[src/rtl/led_sequencer_pkg.sv]
// Shared definitions for the LED sequencer.
//   mode_e    : animation mode encodings (OFF, BLINK, CHASE, BOUNCE)
//   SPEED_MAX : highest speed index, after which speed wraps to 0
//   NUM_LEDS  : number of LEDs driven by the sequencer
//   next_speed: speed index advance with wrap
package led_sequencer_pkg;

  typedef enum logic [1:0] {
    MODE_OFF    = 2'd0,
    MODE_BLINK  = 2'd1,
    MODE_CHASE  = 2'd2,
    MODE_BOUNCE = 2'd3
  } mode_e;

  localparam int SPEED_MAX = 2;
  localparam int NUM_LEDS  = 6;

  function automatic logic [1:0] next_speed(input logic [1:0] s);
    return (s == 2'(SPEED_MAX)) ? 2'd0 : s + 2'd1;
  endfunction

endpackage

[src/rtl/button_debounce.sv]
// Button conditioning for one active-low pushbutton.
// A 2-FF synchroniser feeds a debouncer; a new level is accepted after it
// has been seen continuously for DEBOUNCE_CYCLES cycles. A registered
// one-cycle pulse marks the accepted press (stable level 1 -> 0).
// Ports:
//   clk   : clock
//   rst   : synchronous active-high reset
//   btn_n : raw button pin, active-low, asynchronous to clk
//   press : one-cycle press pulse
module button_debounce #(
  parameter int DEBOUNCE_CYCLES = 270000
) (
  input  logic clk,
  input  logic rst,
  input  logic btn_n,
  output logic press
);

  localparam int CNT_W = $clog2(DEBOUNCE_CYCLES);

  logic             sync1_q, sync1_d;
  logic             sync2_q, sync2_d;
  logic             stable_q, stable_d;
  logic [CNT_W-1:0] cnt_q, cnt_d;
  logic             press_q, press_d;

  always_comb begin
    sync1_d  = btn_n;
    sync2_d  = sync1_q;
    stable_d = stable_q;
    cnt_d    = '0;
    press_d  = 1'b0;
    // The counter only runs while the synced level disagrees with the
    // accepted level, so any bounce back restarts the qualification.
    if (sync2_q != stable_q) begin
      if (cnt_q == CNT_W'(DEBOUNCE_CYCLES - 1)) begin
        stable_d = sync2_q;
        press_d  = ~sync2_q;
      end else begin
        cnt_d = cnt_q + CNT_W'(1);
      end
    end
  end

  always_ff @(posedge clk) begin
    if (rst) begin
      sync1_q  <= 1'b1;
      sync2_q  <= 1'b1;
      stable_q <= 1'b1;
      cnt_q    <= '0;
      press_q  <= 1'b0;
    end else begin
      sync1_q  <= sync1_d;
      sync2_q  <= sync2_d;
      stable_q <= stable_d;
      cnt_q    <= cnt_d;
      press_q  <= press_d;
    end
  end

  assign press = press_q;

endmodule

[src/rtl/led_sequencer.sv]
// LED sequencer for the Tang Nano 9K: S1 cycles the animation mode
// (OFF, BLINK, CHASE, BOUNCE), S2 cycles the speed (step period
// STEP_CYCLES >> speed). LED outputs are registered and active-low.
// Optional build macro: LED_PWM_DIM_EN -- dims lit LEDs with a free-running
// 8-bit PWM counter, lit only while the counter is below DIM_DUTY.
// Ports:
//   clk   : 27 MHz clock
//   rst   : synchronous active-high reset
//   s1_n  : mode button, active-low, asynchronous
//   s2_n  : speed button, active-low, asynchronous
//   led_n : LED drives, active-low, bit 0 = first LED
//   mode  : current mode
//   speed : current speed index 0..2
module led_sequencer
  import led_sequencer_pkg::*;
#(
  parameter int DEBOUNCE_CYCLES = 270000,
  parameter int STEP_CYCLES     = 6750000,
  parameter int DIM_DUTY        = 32
) (
  input  logic                clk,
  input  logic                rst,
  input  logic                s1_n,
  input  logic                s2_n,
  output logic [NUM_LEDS-1:0] led_n,
  output logic [1:0]          mode,
  output logic [1:0]          speed
);

  localparam int PRESC_W = $clog2(STEP_CYCLES);
  typedef logic [PRESC_W-1:0] presc_t;

  if (DEBOUNCE_CYCLES < 2) begin : g_chk_db
    $error("DEBOUNCE_CYCLES must be at least 2");
  end
  if (STEP_CYCLES < 4 || (STEP_CYCLES % 4) != 0) begin : g_chk_step
    $error("STEP_CYCLES must be >= 4 and a multiple of 4");
  end
  if (DIM_DUTY < 0 || DIM_DUTY > 255) begin : g_chk_dim
    $error("DIM_DUTY must be in 0..255");
  end

  logic s1_press, s2_press;

  button_debounce #(.DEBOUNCE_CYCLES(DEBOUNCE_CYCLES)) u_s1 (
    .clk   (clk),
    .rst   (rst),
    .btn_n (s1_n),
    .press (s1_press)
  );

  button_debounce #(.DEBOUNCE_CYCLES(DEBOUNCE_CYCLES)) u_s2 (
    .clk   (clk),
    .rst   (rst),
    .btn_n (s2_n),
    .press (s2_press)
  );

  mode_e               mode_q, mode_d;
  logic [1:0]          speed_q, speed_d;
  logic [NUM_LEDS-1:0] pattern_q, pattern_d;
  logic                dir_up_q, dir_up_d;
  logic                phase_q, phase_d;
  presc_t              presc_q, presc_d;
  logic [NUM_LEDS-1:0] led_n_q, led_n_d;
  logic [NUM_LEDS-1:0] lit;
  presc_t              term;
  logic                tick;
`ifdef LED_PWM_DIM_EN
  logic [7:0]          pwm_q, pwm_d;
`endif

  // Terminal count shrinks by a power of two per speed step.
  always_comb begin
    case (speed_q)
      2'd1:    term = presc_t'((STEP_CYCLES >> 1) - 1);
      2'd2:    term = presc_t'((STEP_CYCLES >> 2) - 1);
      default: term = presc_t'(STEP_CYCLES - 1);
    endcase
  end

  assign tick = (presc_q == term);

  always_ff @(posedge clk) begin
    if (rst) begin
      mode_q    <= MODE_OFF;
      speed_q   <= 2'd0;
      pattern_q <= NUM_LEDS'(1);
      dir_up_q  <= 1'b1;
      phase_q   <= 1'b1;
      presc_q   <= '0;
      led_n_q   <= '1;
`ifdef LED_PWM_DIM_EN
      pwm_q     <= '0;
`endif
    end else begin
      mode_q    <= mode_d;
      speed_q   <= speed_d;
      pattern_q <= pattern_d;
      dir_up_q  <= dir_up_d;
      phase_q   <= phase_d;
      presc_q   <= presc_d;
      led_n_q   <= led_n_d;
`ifdef LED_PWM_DIM_EN
      pwm_q     <= pwm_d;
`endif
    end
  end

  // A press cycle restarts the step period and takes priority over a
  // coinciding tick, so the pattern never advances on a press cycle.
  always_comb begin
    mode_d    = mode_q;
    speed_d   = speed_q;
    pattern_d = pattern_q;
    dir_up_d  = dir_up_q;
    phase_d   = phase_q;
    presc_d   = presc_q + presc_t'(1);
    if (s1_press || s2_press) begin
      presc_d = '0;
      if (s1_press) begin
        mode_d    = mode_e'(mode_q + 2'd1);
        pattern_d = NUM_LEDS'(1);
        dir_up_d  = 1'b1;
        phase_d   = 1'b1;
      end
      if (s2_press) begin
        speed_d = next_speed(speed_q);
      end
    end else if (tick) begin
      presc_d = '0;
      case (mode_q)
        MODE_BLINK:  phase_d = ~phase_q;
        MODE_CHASE:  pattern_d = {pattern_q[NUM_LEDS-2:0], pattern_q[NUM_LEDS-1]};
        MODE_BOUNCE: begin
          // Turning at an end moves away immediately, so end positions
          // are shown for a single step.
          if (dir_up_q) begin
            if (pattern_q[NUM_LEDS-1]) begin
              dir_up_d  = 1'b0;
              pattern_d = pattern_q >> 1;
            end else begin
              pattern_d = pattern_q << 1;
            end
          end else begin
            if (pattern_q[0]) begin
              dir_up_d  = 1'b1;
              pattern_d = pattern_q << 1;
            end else begin
              pattern_d = pattern_q >> 1;
            end
          end
        end
        default: ;
      endcase
    end
  end

  always_comb begin
    case (mode_q)
      MODE_BLINK:               lit = {NUM_LEDS{phase_q}};
      MODE_CHASE, MODE_BOUNCE:  lit = pattern_q;
      default:                  lit = '0;
    endcase
`ifdef LED_PWM_DIM_EN
    pwm_d = pwm_q + 8'd1;
    if (pwm_q >= 8'(DIM_DUTY)) begin
      lit = '0;
    end
`endif
    led_n_d = ~lit;
  end

  assign led_n = led_n_q;
  assign mode  = mode_q;
  assign speed = speed_q;

endmodule

[config.mk]
export PLATFORM = sky130hd
export DESIGN_NAME = led_sequencer
export DESIGN_NICKNAME = d
export VERILOG_FILES = /design/src/rtl/led_sequencer_pkg.sv /design/src/rtl/button_debounce.sv /design/src/rtl/led_sequencer.sv
export SDC_FILE = /design/constraint.sdc
export NUM_CORES = 1
export LEC_CHECK = 0
export ABC_AREA = 1
export CAP_MARGIN = 20
export CORE_MARGIN = 2
export CORE_UTILIZATION = 55
export CTS_CLUSTER_DIAMETER = 40
export DETAILED_ROUTE_END_ITERATION = 8
export DONT_BUFFER_PORTS = 1
export GPL_TIMING_DRIVEN = 0
export PLACE_DENSITY = 0.75
export SKIP_CTS_REPAIR_TIMING = 1
export SYNTH_ARGS = -nofsm -noshare
export SYNTH_HDL_FRONTEND = slang
export SYNTH_SLANG_ARGS = --single-unit
[constraint.sdc]
create_clock -name clk -period 3.7 [get_ports clk]
set_input_delay 0.555 -clock clk [delete_from_list [all_inputs] [get_ports clk]]
set_output_delay 0.555 -clock clk [all_outputs]
set_load 0.02 [all_outputs]
# Yosys cells after proc, flatten, opt, wreduce, memory -nomap -nowiden
# Index checks and enable logic that the tools add are counted.
# totals
in_bits,4
reg_bits,87
out_inout_bits,10
# classes
n_eq_ne,11
add_sub_neg,5
bitwise,8
reduce_logical,18
n_mux,20
# op_table
cell,n
23-bit case mux with 2 select lines,1
19-bit by 1-bit adder with 19-bit output (second input constant),2
19-bit == test (second input constant),2
6-bit 2-to-1 mux,6
6-bit case mux with 2 select lines,2
23-bit by 1-bit adder with 23-bit output (second input constant),1
23-bit == test,1
3-bit OR reduction,5
1-bit 2-to-1 mux,10
3-bit AND reduction,3
2-bit AND reduction,4
1-bit inverter,7
2-bit == test (second input constant),3
6-bit inverter,1
2-bit nonzero test,3
2-bit by 1-bit adder with 2-bit output (second input constant),2
2-bit by 1-bit == test with 1-bit output (second input constant),2
3-bit nonzero test,1
2-bit 2-to-1 mux,1
1-bit inequality test,2
2-bit by 1-bit inequality test with 1-bit output (second input constant),1
2-bit OR reduction,1
1-bit logical OR,1

# Logic depth before layout (Yosys ltp)
# logic_depth
word_depth,5
ltp_mapped,13
ltp_nobuf,12

# Cells and area by module
# Synthesis repeated with hierarchy kept, for this count alone.
# unflattened
cells_unflattened,664
hier_area_um2,4636.9
# modules_own_cells
module,n_inst,cells_each,area_each_um2
led_sequencer,1,348,2337.2
button_debounce,2,158,1149.9

# Least setup slack after synthesis
# No wires, ideal clock.
# synth_timing
path_kind,reg-to-reg
from,register speed_q[0] (netlist: speed[0])
to,register presc_q[12]
n_path_buf,2
required_ps,3586
path_stages_with_launch,13
synth_period_minus_slack_ps,1904
setup_slack_ps,1796
t_arrival_ps,1790
setup_time_ps,114
path_cell_list,dfxtp_1 -> inv_1 -> ha_1 -> buf_2 -> nor2_1 -> nand2_1 -> nand2_1 -> nand2_1 -> nor2_4 -> nand2_1 -> nand2_2 -> buf_4 -> nor2_1
# synth_between
elab_chain_cells,4
# synth_lines
item,line,text
from (decl),led_sequencer.sv:60,"logic [1:0] speed_q, speed_d;"
from (signal assigned),led_sequencer.sv:98,speed_q <= speed_d;
2-bit == test or 2-bit by 1-bit == test with 1-bit output (tied branches),led_sequencer.sv:75,case (speed_q)
23-bit case mux with 2 select lines *,led_sequencer.sv:75,
23-bit == test *,led_sequencer.sv:82,assign tick = (presc_q == term);
3-bit OR reduction (no source line) *,--,
to (signal assigned),led_sequencer.sv:102,presc_q <= presc_d;
to (decl),led_sequencer.sv:64,"presc_t presc_q, presc_d;"
# Mark *: on every way between the ends. The rest lies on a longest branch, timed or not.
# A chain may end at the register's enable or synchronous reset.

# Final worst setup path
# layout_timing
from,register speed_q[1] (netlist: speed[1])
to,register presc_q[12]
# Same word-level chain as after synthesis.

==> out/results.ini <==
[cts]
clockBufferDepth = 2
root_buffer = clkbuf_8
cts_sinks = 87
cts_tree = done
path_clk_slew_ns = 0.09
numCtsBuffers = 9
htree_levels = 3
clock_latency_ns = 0.37

[timing]
hold_violations = 0
min_period_over_period_pct = 59.8
slew_viol_final = 0
max_freq_mhz = 452
rsz0062_at_grt = false
min_period_ns = 2.21
maxSlewHeadroom_pct = 66.7
tns_ns = 0
finalClockSkew_ns = 0.0173
setup_viol = 0
setup_slack_ns = 1.49
tightest_slew_ns = 0.500

[global_route]
grt_pass1_wl_microns = 16900
antenna_found_initial = 0
grt-busiest-layer = met2
grt_use_met3_pct = 5.30
grtUsageMet2_pct = 39.0
grt_pass1_vias = 3871
grt_overflow = 0
grt_use_total_pct = 23.4
use_met1_pct = 30.0
grt_max_degree = 17

[synthesis]
syn_nets = 677
seq_area_frac_synth_pct = 38.0
synth_top_area_share_pct = 38.0
synth-main-ff-cell = dfxtp_1
netlist_instances = 663
netlist_area_sq_mm = 0.00459
yosysTopAreaCell = dfxtp_1
ys_warn_count = 0
synth_edf_count = 0
ys_async_sr_fraction_pct = 0
syn-mean-instance-area_sq_um = 6.92
ys_seq_elements = 87
synthTopCellsByArea = dfxtp_1 38%, nand2_1 12%, nor2_1 7.4%
ys_types = 38

[placed_design]
dp.final_hpwl_microns = 7150
place_inst = 768
globalplace.congestion = 0.910
detailed_place.area_sq_mm = 0.00472
port_buffers = 0
dp_slack_ns = 1.52

[finish]
layout_common_cells = 149 x nand2_1, 90 x nor2_1, 87 x dfxtp_1
diodes = 0
layout_commonest_cell = nand2_1
stdcell_count = 784
postLayoutCellArea_sq_mm = 0.00493
drive_above_1_share_pct = 10.2
nets = 688
area_delta_synth_final_pct = 7.50
fillers = 753
postLayoutCoreUtil_pct = 60.6

[floorplanning]
dieArea_sq_mm = 0.00909
start_util_pct = 56.4
die_y_microns = 95.3
std_cell_rows = 33
ios = 14
core_region_area_sq_mm = 0.00813
die_x_microns = 95.3

[pwr]
seqPwrFrac_pct = 56.2
pwr-share-comb_pct = 1.9
clkPwrFrac_pct = 42.0
sw_frac_of_total_pct = 23.2
power_per_cell_area_mw_per_mm2 = 341
power.leakage_nw = 1.77
peakVddDrop_mv = 0.243
cellInternalPower_mw = 1.29
power.switching_mw = 0.391

[route]
dr.pass1.iters = 5
wl_per_cell_microns = 12.2
vias = 4127
drtAntennaViolNets = 0
drc_errors = 0
drt_iter0_drc = 177
viasPerCell = 5.26
routed_wl_microns = 9590

[min_path]
hold_path_class = in2reg
holdPathStages = 1

[run]
cap_violations = 0

[critical_path]
end_kind = flop
startpoint_type = flop
ff2ff_path_depth = 13
crit_arrival_ns = 2.47
path_class = reg2reg
required_ns = 3.95
critical_path.max_fanout = 10

[status]
outcome = completed

==> worst max-delay path, cell delays in order (launching register included) <==
cell and delay, ns:
dfxtp_1 0.50, inv_1 0.11, ha_1 0.28, buf_2 0.17, inv_1 0.09, nand2_1 0.07
nand2_1 0.05, nor2_1 0.10, nand2_1 0.09, nor2_4 0.16, nand2_1 0.09, nand2_2 0.13
buf_4 0.20, nor2_1 0.06
==> cell type report <==
type                    instances  area [sq um]  share of cell area [%]
flip-flops and latches         87          1740                    35.3
plain buffers                  12          78.8                    1.60
clock inverters                 6          75.1                    1.52
clock buffers                  10           138                    2.79
inverters                      85           319                    6.47
well taps                     105           131                    2.66
multi-input cells             479          2450                    49.6
==> final timing paths <==
kind                                   to               startpoint  slack (ns)
setup reg to reg   presc_q[12]$_SDFF_PP0_    speed[1]$_SDFFE_PP0P_        1.49
hold reg to reg   u_s1.sync2_q$_SDFF_PP1_  u_s1.sync1_q$_SDFF_PP1_        0.43
hold / removal    u_s1.sync1_q$_SDFF_PP1_                     s1_n        0.29
setup / recovery   presc_q[12]$_SDFF_PP0_    speed[1]$_SDFFE_PP0P_        1.49
==> cell usage after synthesis, types with 5 or more instances <==
| master | instances |
|---|---|
| a21oi_1 | 34 |
| dfxtp_1 | 87 |
| ha_1 | 10 |
| inv_1 | 79 |
| inv_2 | 6 |
| nand2_1 | 149 |
| nand2_2 | 8 |
| nand3_1 | 47 |
| nand4_1 | 17 |
| nor2_1 | 90 |
| nor2_4 | 5 |
| nor3_1 | 28 |
| nor3_2 | 8 |
| nor4_1 | 9 |
| o21ai_0 | 20 |
| or2_2 | 8 |
| xor2_1 | 16 |
==> logic make-up (layout without fill, tap and decap cells) <==
kind of cell    Yosys count  count (layout)  share of synthesized area, %
buf+inv                  97             113                          8.67
fa+ha+maj                10              10                          2.73
simple gates            384             384                          39.2
compound gates           65              65                          7.58
flops                    87              87                          38.0
xor+xnor                 20              20                          3.82
==> registers in the layout, indices dropped and copies added, names as in the netlist <==
name,cells
pattern_q,6
speed,2
u_s1.cnt_q,19
u_s2.press,1
mode,2
presc_q,23
u_s1.sync1_q,1
led_n,6
u_s2.stable_q,1
u_s1.sync2_q,1
phase_q,1
u_s2.sync2_q,1
u_s1.press,1
u_s2.cnt_q,19
dir_up_q,1
u_s1.stable_q,1
u_s2.sync1_q,1
==> through the flow <==
step / hold slack, ns / total power [mW]
after floorplan: 0.389 / 0.990
after global placement: 0.393 / 0.997
after detailed placement: 0.399 / 0.998
after CTS: 0.277 / 1.70
after global routing: 0.267 / 1.74
final: 0.291 / 1.68
==> power groups by stage <==
stage | sequential [mW] | clock [mW] | combinational, mW
2_1_floorplan | 0.966 | 0 | 0.0239
5_1_grt | 0.946 | 0.760 | 0.0354
4_1_cts | 0.945 | 0.723 | 0.0314
3_5_place_dp | 0.967 | 0 | 0.0312
3_3_place_gp | 0.966 | 0 | 0.0305
6_report | 0.945 | 0.707 | 0.0312
==> metal layers <==
layer	vias to the layer above	wire [microns]
met2	84	4530
li1	2162	-
met5	-	0
met3	14	405
met1	1867	4520
met4	0	138
(Power assumes the default switching activity.)
